File: src/rtl/bcd_scan_counter.sv
// bcd_scan_counter
//   DIGITS cascaded BCD decades counting up or down, with a time-multiplexed
//   common-anode 7-segment driver on a shared segment bus.
//
//   Ports:
//     clk      system clock, rising edge
//     rst_syn  asynchronous active-low reset
//     en       count enable
//     up_dn    1 = up, 0 = down
//     load_syn synchronous parallel load (wins over en)
//     Din      load value, digit 0 in [3:0]; digits > 9 load as 0
//     Q_out    current BCD count
//     carry    one-cycle pulse after the edge on which the whole chain wraps
//     seg      active-low segments {dp,g,f,e,d,c,b,a}, dp always off
//     an       active-low one-hot digit select

// One decade: holds a BCD digit and steps it when the ripple chain reaches it.
module bcd_digit (
  input  logic       clk,
  input  logic       rst_n,
  input  logic       load,
  input  logic [3:0] din,
  input  logic       step,
  input  logic       up_dn,
  output logic [3:0] q,
  output logic       term
);
  // term: this digit is at its wrap point, so a step here ripples onward
  assign term = up_dn ? (q == 4'd9) : (q == 4'd0);

  always_ff @(posedge clk or negedge rst_n) begin
    if (!rst_n)    q <= 4'd0;
    else if (load) q <= (din > 4'd9) ? 4'd0 : din;
    else if (step) begin
      if (up_dn) q <= (q == 4'd9) ? 4'd0 : q + 4'd1;
      else       q <= (q == 4'd0) ? 4'd9 : q - 4'd1;
    end
  end
endmodule

module bcd_scan_counter #(
  parameter int DIGITS   = 4,
  parameter int SCAN_DIV = 1000,
  parameter bit LZ_BLANK = 1'b1
) (
  input  logic                  clk,
  input  logic                  rst_syn,
  input  logic                  en,
  input  logic                  up_dn,
  input  logic                  load_syn,
  input  logic [4*DIGITS-1:0]   Din,
  output logic [4*DIGITS-1:0]   Q_out,
  output logic                  carry,
  output logic [7:0]            seg,
  output logic [DIGITS-1:0]     an
);
  localparam int IW = (DIGITS > 1) ? $clog2(DIGITS) : 1;
  localparam int PW = $clog2(SCAN_DIV);

  logic [DIGITS-1:0][3:0] q;
  logic [DIGITS-1:0][3:0] din_v;
  logic [DIGITS-1:0]      term;
  logic [DIGITS:0]        chain;   // chain[i]: digit i steps this edge
  logic [DIGITS:0]        zhi;     // zhi[i]: digits i..DIGITS-1 all zero
  logic [DIGITS-1:0]      blank;

  assign din_v    = Din;
  assign Q_out    = q;
  assign chain[0] = en;
  assign zhi[DIGITS] = 1'b1;

  genvar i;
  generate
    for (i = 0; i < DIGITS; i++) begin : g_dig
      bcd_digit u_dig (
        .clk   (clk),
        .rst_n (rst_syn),
        .load  (load_syn),
        .din   (din_v[i]),
        .step  (chain[i]),
        .up_dn (up_dn),
        .q     (q[i]),
        .term  (term[i])
      );
      assign chain[i+1] = chain[i] & term[i];
      assign zhi[i]     = zhi[i+1] & (q[i] == 4'd0);
      if (i == 0) begin : g_d0
        assign blank[i] = 1'b0;
      end else begin : g_dn
        assign blank[i] = LZ_BLANK & zhi[i];
      end
    end
  endgenerate

  // Chain wrap = every digit was at its terminal value and en reached past the top.
  always_ff @(posedge clk or negedge rst_syn) begin
    if (!rst_syn) carry <= 1'b0;
    else          carry <= ~load_syn & chain[DIGITS];
  end

  function automatic logic [7:0] seg_dec(input logic [3:0] d, input logic blk);
    logic [7:0] s;
    if (blk) s = 8'hFF;
    else begin
      case (d)
        4'd0: s = 8'hC0;
        4'd1: s = 8'hF9;
        4'd2: s = 8'hA4;
        4'd3: s = 8'hB0;
        4'd4: s = 8'h99;
        4'd5: s = 8'h92;
        4'd6: s = 8'h82;
        4'd7: s = 8'hF8;
        4'd8: s = 8'h80;
        4'd9: s = 8'h90;
        default: s = 8'hFF;
      endcase
    end
    return s;
  endfunction

  logic [PW-1:0] presc;
  logic [IW-1:0] idx;
  logic [3:0]    sel_d;
  logic          sel_b;

  // Mux the currently scanned digit by compare, avoiding an out-of-range index
  // when DIGITS is not a power of two.
  always_comb begin
    sel_d = 4'd0;
    sel_b = 1'b0;
    for (int k = 0; k < DIGITS; k++) begin
      if (idx == IW'(k)) begin
        sel_d = q[k];
        sel_b = blank[k];
      end
    end
  end

  // seg and an load on the same edge from the same index, so they never skew.
  always_ff @(posedge clk or negedge rst_syn) begin
    if (!rst_syn) begin
      presc <= '0;
      idx   <= '0;
      seg   <= 8'hFF;
      an    <= '1;
    end else begin
      seg <= seg_dec(sel_d, sel_b);
      an  <= ~(DIGITS'(1) << idx);
      if (presc == PW'(SCAN_DIV - 1)) begin
        presc <= '0;
        idx   <= (idx == IW'(DIGITS - 1)) ? '0 : idx + IW'(1);
      end else begin
        presc <= presc + PW'(1);
      end
    end
  end
endmodule

File: config.mk
export PLATFORM = sky130hd
export DESIGN_NAME = bcd_scan_counter
export DESIGN_NICKNAME = d
export VERILOG_FILES = /design/src/rtl/bcd_scan_counter.sv
export SDC_FILE = /design/constraint.sdc
export NUM_CORES = 1
export LEC_CHECK = 0
export CAP_MARGIN = 5
export CORE_MARGIN = 5
export CORE_UTILIZATION = 30
export DETAILED_ROUTE_END_ITERATION = 6
export DONT_BUFFER_PORTS = 1
export GPL_ROUTABILITY_DRIVEN = 0
export PLACE_DENSITY_LB_ADDON = 0.2
export RECOVER_POWER = 50
export SKIP_CTS_REPAIR_TIMING = 1
export SYNTH_ARGS = -nofsm -noshare
export SYNTH_HDL_FRONTEND = slang
export SYNTH_HIERARCHICAL = 1
export SYNTH_SLANG_ARGS = --single-unit
File: constraint.sdc
create_clock -name clk -period 2.9 [get_ports clk]
set_clock_uncertainty 0.05 [all_clocks]
set_input_delay 0.58 -clock clk [delete_from_list [all_inputs] [get_ports clk]]
set_output_delay 0.58 -clock clk [all_outputs]
set_load 0.01 [all_outputs]
==> impl_metrics.csv <==
group,metric,value,unit
cts,clock_tree_from_tritoncts,"done",
pwr,share_comb_of_total_power,19.8,%
finish,most_common_cell_after_layout_fill_and_taps_aside,"sky130_fd_sc_hd__dfrtp_1",
synth,ys_warn_count,6,
routing,dr.pass1.iters,4,
worst_setup_path,timing.reg2reg.setup_slack,0.45,ns
timing,slew_headroom,-13.92,%
synth,yosysUniqueCellTypes,51,
worst_setup_path,worst-endpoint-required,3.05,ns
synth,synth-seq-cells,40,
synth,async_reset_ff_share,100.0,%
finish,final_layout_fill_cell_count,884,
routing,drt-wirelength-per-cell,16.74,µm
synth,syn-cell-area,2676,µm²
pwr,p_leak,1.107,nW
floorplanning,die_y,104.5,µm
placed_design,place.port_buffers,0,
timing,number_of_max_slew_violations_in_the_final_report,30,
pwr,power.share.switching,31.36,%
worst_setup_path,critPathMaxFanout,9,
global_routing,grt_max_degree,41,
worst_setup_path,worst_ep_arrival_time,2.60,ns
synth,synth_enable_flop_cells,0,
finish,antennaDiodeCount,0,
cts,clk_transition_reported_paths,0.08,ns
floorplanning,initial_core_util,30.69,%
finish,layout.nets,317,
finish,final_cell_mix,"sky130_fd_sc_hd__dfrtp_1, sky130_fd_sc_hd__inv_1, sky130_fd_sc_hd__o21ai_0, sky130_fd_sc_hd__nand2_1, sky130_fd_sc_hd__nand3_1",
global_routing,globalRouteOverflowTotal,0,
floorplanning,rows,34,
synth,postSynthAreaPerCell,9.261,µm²
routing,route.vias.total,2186,
synth,synth_flop_cell,"sky130_fd_sc_hd__dfrtp_1",
pwr,intPower,897.9,µW
routing,wl,6680,µm
pwr,fin_total_pwr,1.308,mW
timing,tmin_final,2.454,ns
routing,drcViolationCount,0,
global_routing,via_count_of_the_first_global_routing_pass,2053,
hold_path,min_path_type,"input pin to asynchronous set/reset pin",
global_routing,first_pass_grt_wire_length,10900,µm
floorplanning,core_region_area,8721,µm²
synth,synth_seq_area_share,37.91,%
finish,syn2layout_area_growth,6.452,%
floorplanning,die-area,10910,µm²
finish,multiInputGateArea,1449,µm²
worst_setup_path,end_kind,"flip-flop",
routing,detail_route.iter0.violations,127,
global_routing,initial_antenna_violation_count,0,
timing,fin_worst_hold_slack,0.06930,ns
routing,viasPerCell,5.479,
pwr,power.clock.fraction,28.3,%
floorplanning,die_width,104.5,µm
pwr,power_spent_charging_and_discharging_nets,410.2,µW
worst_setup_path,timing.setup.critical_path_class,"flip-flop to flip-flop",
timing,finalSetupTns,0,ns
floorplanning,pin_count,50,
cts,clkSinkCount,40,
timing,final-hold-violation-count,0,
placed_design,dpl.hpwl,4657,µm
cts,tritoncts.num_buffers,5,
finish,regArea,1015,µm²
cts,cts_htree_levels,2,
pwr,pwr-share-seq,52.0,%
cts,root_cell_of_the_clock_tree,"sky130_fd_sc_hd__clkbuf_8",
synth,synthesis.instances,289,
global_routing,grt_use_total,12.14,%
pwr,power.density,459.1,nW/µm²
synth,synth_nets,316,
timing,finalSetupViolCount,0,
timing,setup_repair_after_global_routing_missed_its_margin,"no",
outcome,status,"finished with violations",
cts,clk_latency,0.29,ns
finish,proportion_of_layout_cells_with_a_drive_suffix_above_1,12.03,%
outcome,failed_checks,"capacitance limit, slew limit",
pwr,ir_drop,0.0001466,V
cts,cts_max_path_buffers,2,
job,cap_viol_max_count,1,
worst_setup_path,crit_path_start_kind,"flip-flop",
routing,final_antenna_net_count,0,
timing,final_min_period_over_clock_period,84.60,%
timing,worstMarginPinSlew,1.709,ns
timing,timing.fmax,407.6,MHz
synthesized netlist by cell type, drive strengths merged (5+ instances only):
master,instances,area share [%]
nor3b,5,1.4
nor2,8,1.1
clkbuf,5,0.70
nand2,17,2.4
a21oi,14,2.6
a211oi,15,4.6
inv,26,3.6
dfrtp,29,27
or4,5,1.4
buf,12,3.6
nor3,8,1.5
ha,6,2.8
xor2,6,2.0
xnor2,11,3.6
dfstp,11,11
or3,10,3.3
o21ai,19,3.6
o31a,8,2.6
nand3,15,2.8
per-stage QoR:
stage | std cells | setup slack, ns | utilization [%] | cell area (µm²)
2_1_floorplan | 289 | 0.4072 | - | 2676
3_3_place_gp | 390 | 0.4495 | 31.78 | 2771
3_5_place_dp | 390 | 0.4158 | 31.78 | 2771
4_1_cts | 398 | 0.4755 | 32.71 | 2853
5_1_grt | 399 | 0.1704 | 32.67 | 2849
6_report | 399 | 0.4465 | 32.67 | 2849
worst paths after layout:
path,depth (start not counted),start,end
min,0,rst_syn,an[0]$_DFF_PN1_
max reg2reg,8,g_dig[0].u_dig/q[0]$_DFFE_PN0P_,g_dig[3].u_dig/q[2]$_DFFE_PN0P_
min in group clk,1,Din[11],g_dig[2].u_dig/q[2]$_DFFE_PN0P_
max,8,g_dig[0].u_dig/q[0]$_DFFE_PN0P_,g_dig[3].u_dig/q[2]$_DFFE_PN0P_
max in group asynchronous,1,rst_syn,idx[1]$_DFFE_PN0N_
min reg2reg,1,presc[0]$_DFF_PN0_,presc[0]$_DFF_PN0_
kinds of logic (layout without fill, tap and decap cells):
| logic type | after synthesis | count (layout) | synth area share (%) |
|---|---|---|---|
| buf+inv | 43 | 45 | 7.947 |
| other cells | 1 | 1 | 0.1401 |
| xor+xnor | 17 | 17 | 5.563 |
| mux | 1 | 1 | 0.4207 |
| simple gates | 89 | 89 | 19.68 |
| fa+ha+maj | 6 | 6 | 2.805 |
| compound gates | 92 | 92 | 25.53 |
| flops | 40 | 40 | 37.92 |
layer usage:
| metal | wire length [µm] | global-route usage, % | vias up |
|---|---|---|---|
| met5 | 0 | 0 | - |
| met4 | 76 | 3.515 | 0 |
| met3 | 341 | 3.166 | 6 |
| met2 | 3156 | 18.51 | 45 |
| met1 | 3105 | 16.86 | 1059 |
| li1 | - | - | 1076 |
worst max-delay path, stage by stage, from the launching register on:
cell,delay [ns]
sky130_fd_sc_hd__dfrtp_1,0.34
sky130_fd_sc_hd__clkbuf_1,0.47
sky130_fd_sc_hd__nand3_1,0.14
sky130_fd_sc_hd__a211oi_1,0.26
sky130_fd_sc_hd__and3_1,0.21
sky130_fd_sc_hd__and2_1,0.24
sky130_fd_sc_hd__inv_1,0.11
sky130_fd_sc_hd__o221a_1,0.27
sky130_fd_sc_hd__o32ai_1,0.25
registers in the layout (all words and copies together), names as in the netlist:
signal and count:
seg 7, idx 2, presc 10, g_dig.u_dig/q 16, an 4, carry 1
cell type report:
| type | count | share of cell area (%) |
|---|---|---|
| inverters | 26 | 3.426 |
| flip-flops and latches | 40 | 35.62 |
| well taps | 108 | 4.743 |
| repair buffers | 11 | 2.503 |
| clock buffers | 7 | 2.679 |
| clock inverters | 1 | 0.1757 |
| multi-input cells | 206 | 50.86 |
power groups by stage:
| stage | sequential, mW | clock [mW] | combinational (mW) |
|---|---|---|---|
| 4_1_cts | 0.686 | 0.389 | 0.254 |
| 5_1_grt | 0.688 | 0.415 | 0.291 |
| 3_5_place_dp | 0.697 | 0 | 0.252 |
| 3_3_place_gp | 0.697 | 0 | 0.250 |
| 6_report | 0.680 | 0.370 | 0.259 |
| 2_1_floorplan | 0.684 | 0 | 0.210 |
Power figures use the tool's default switching activity.
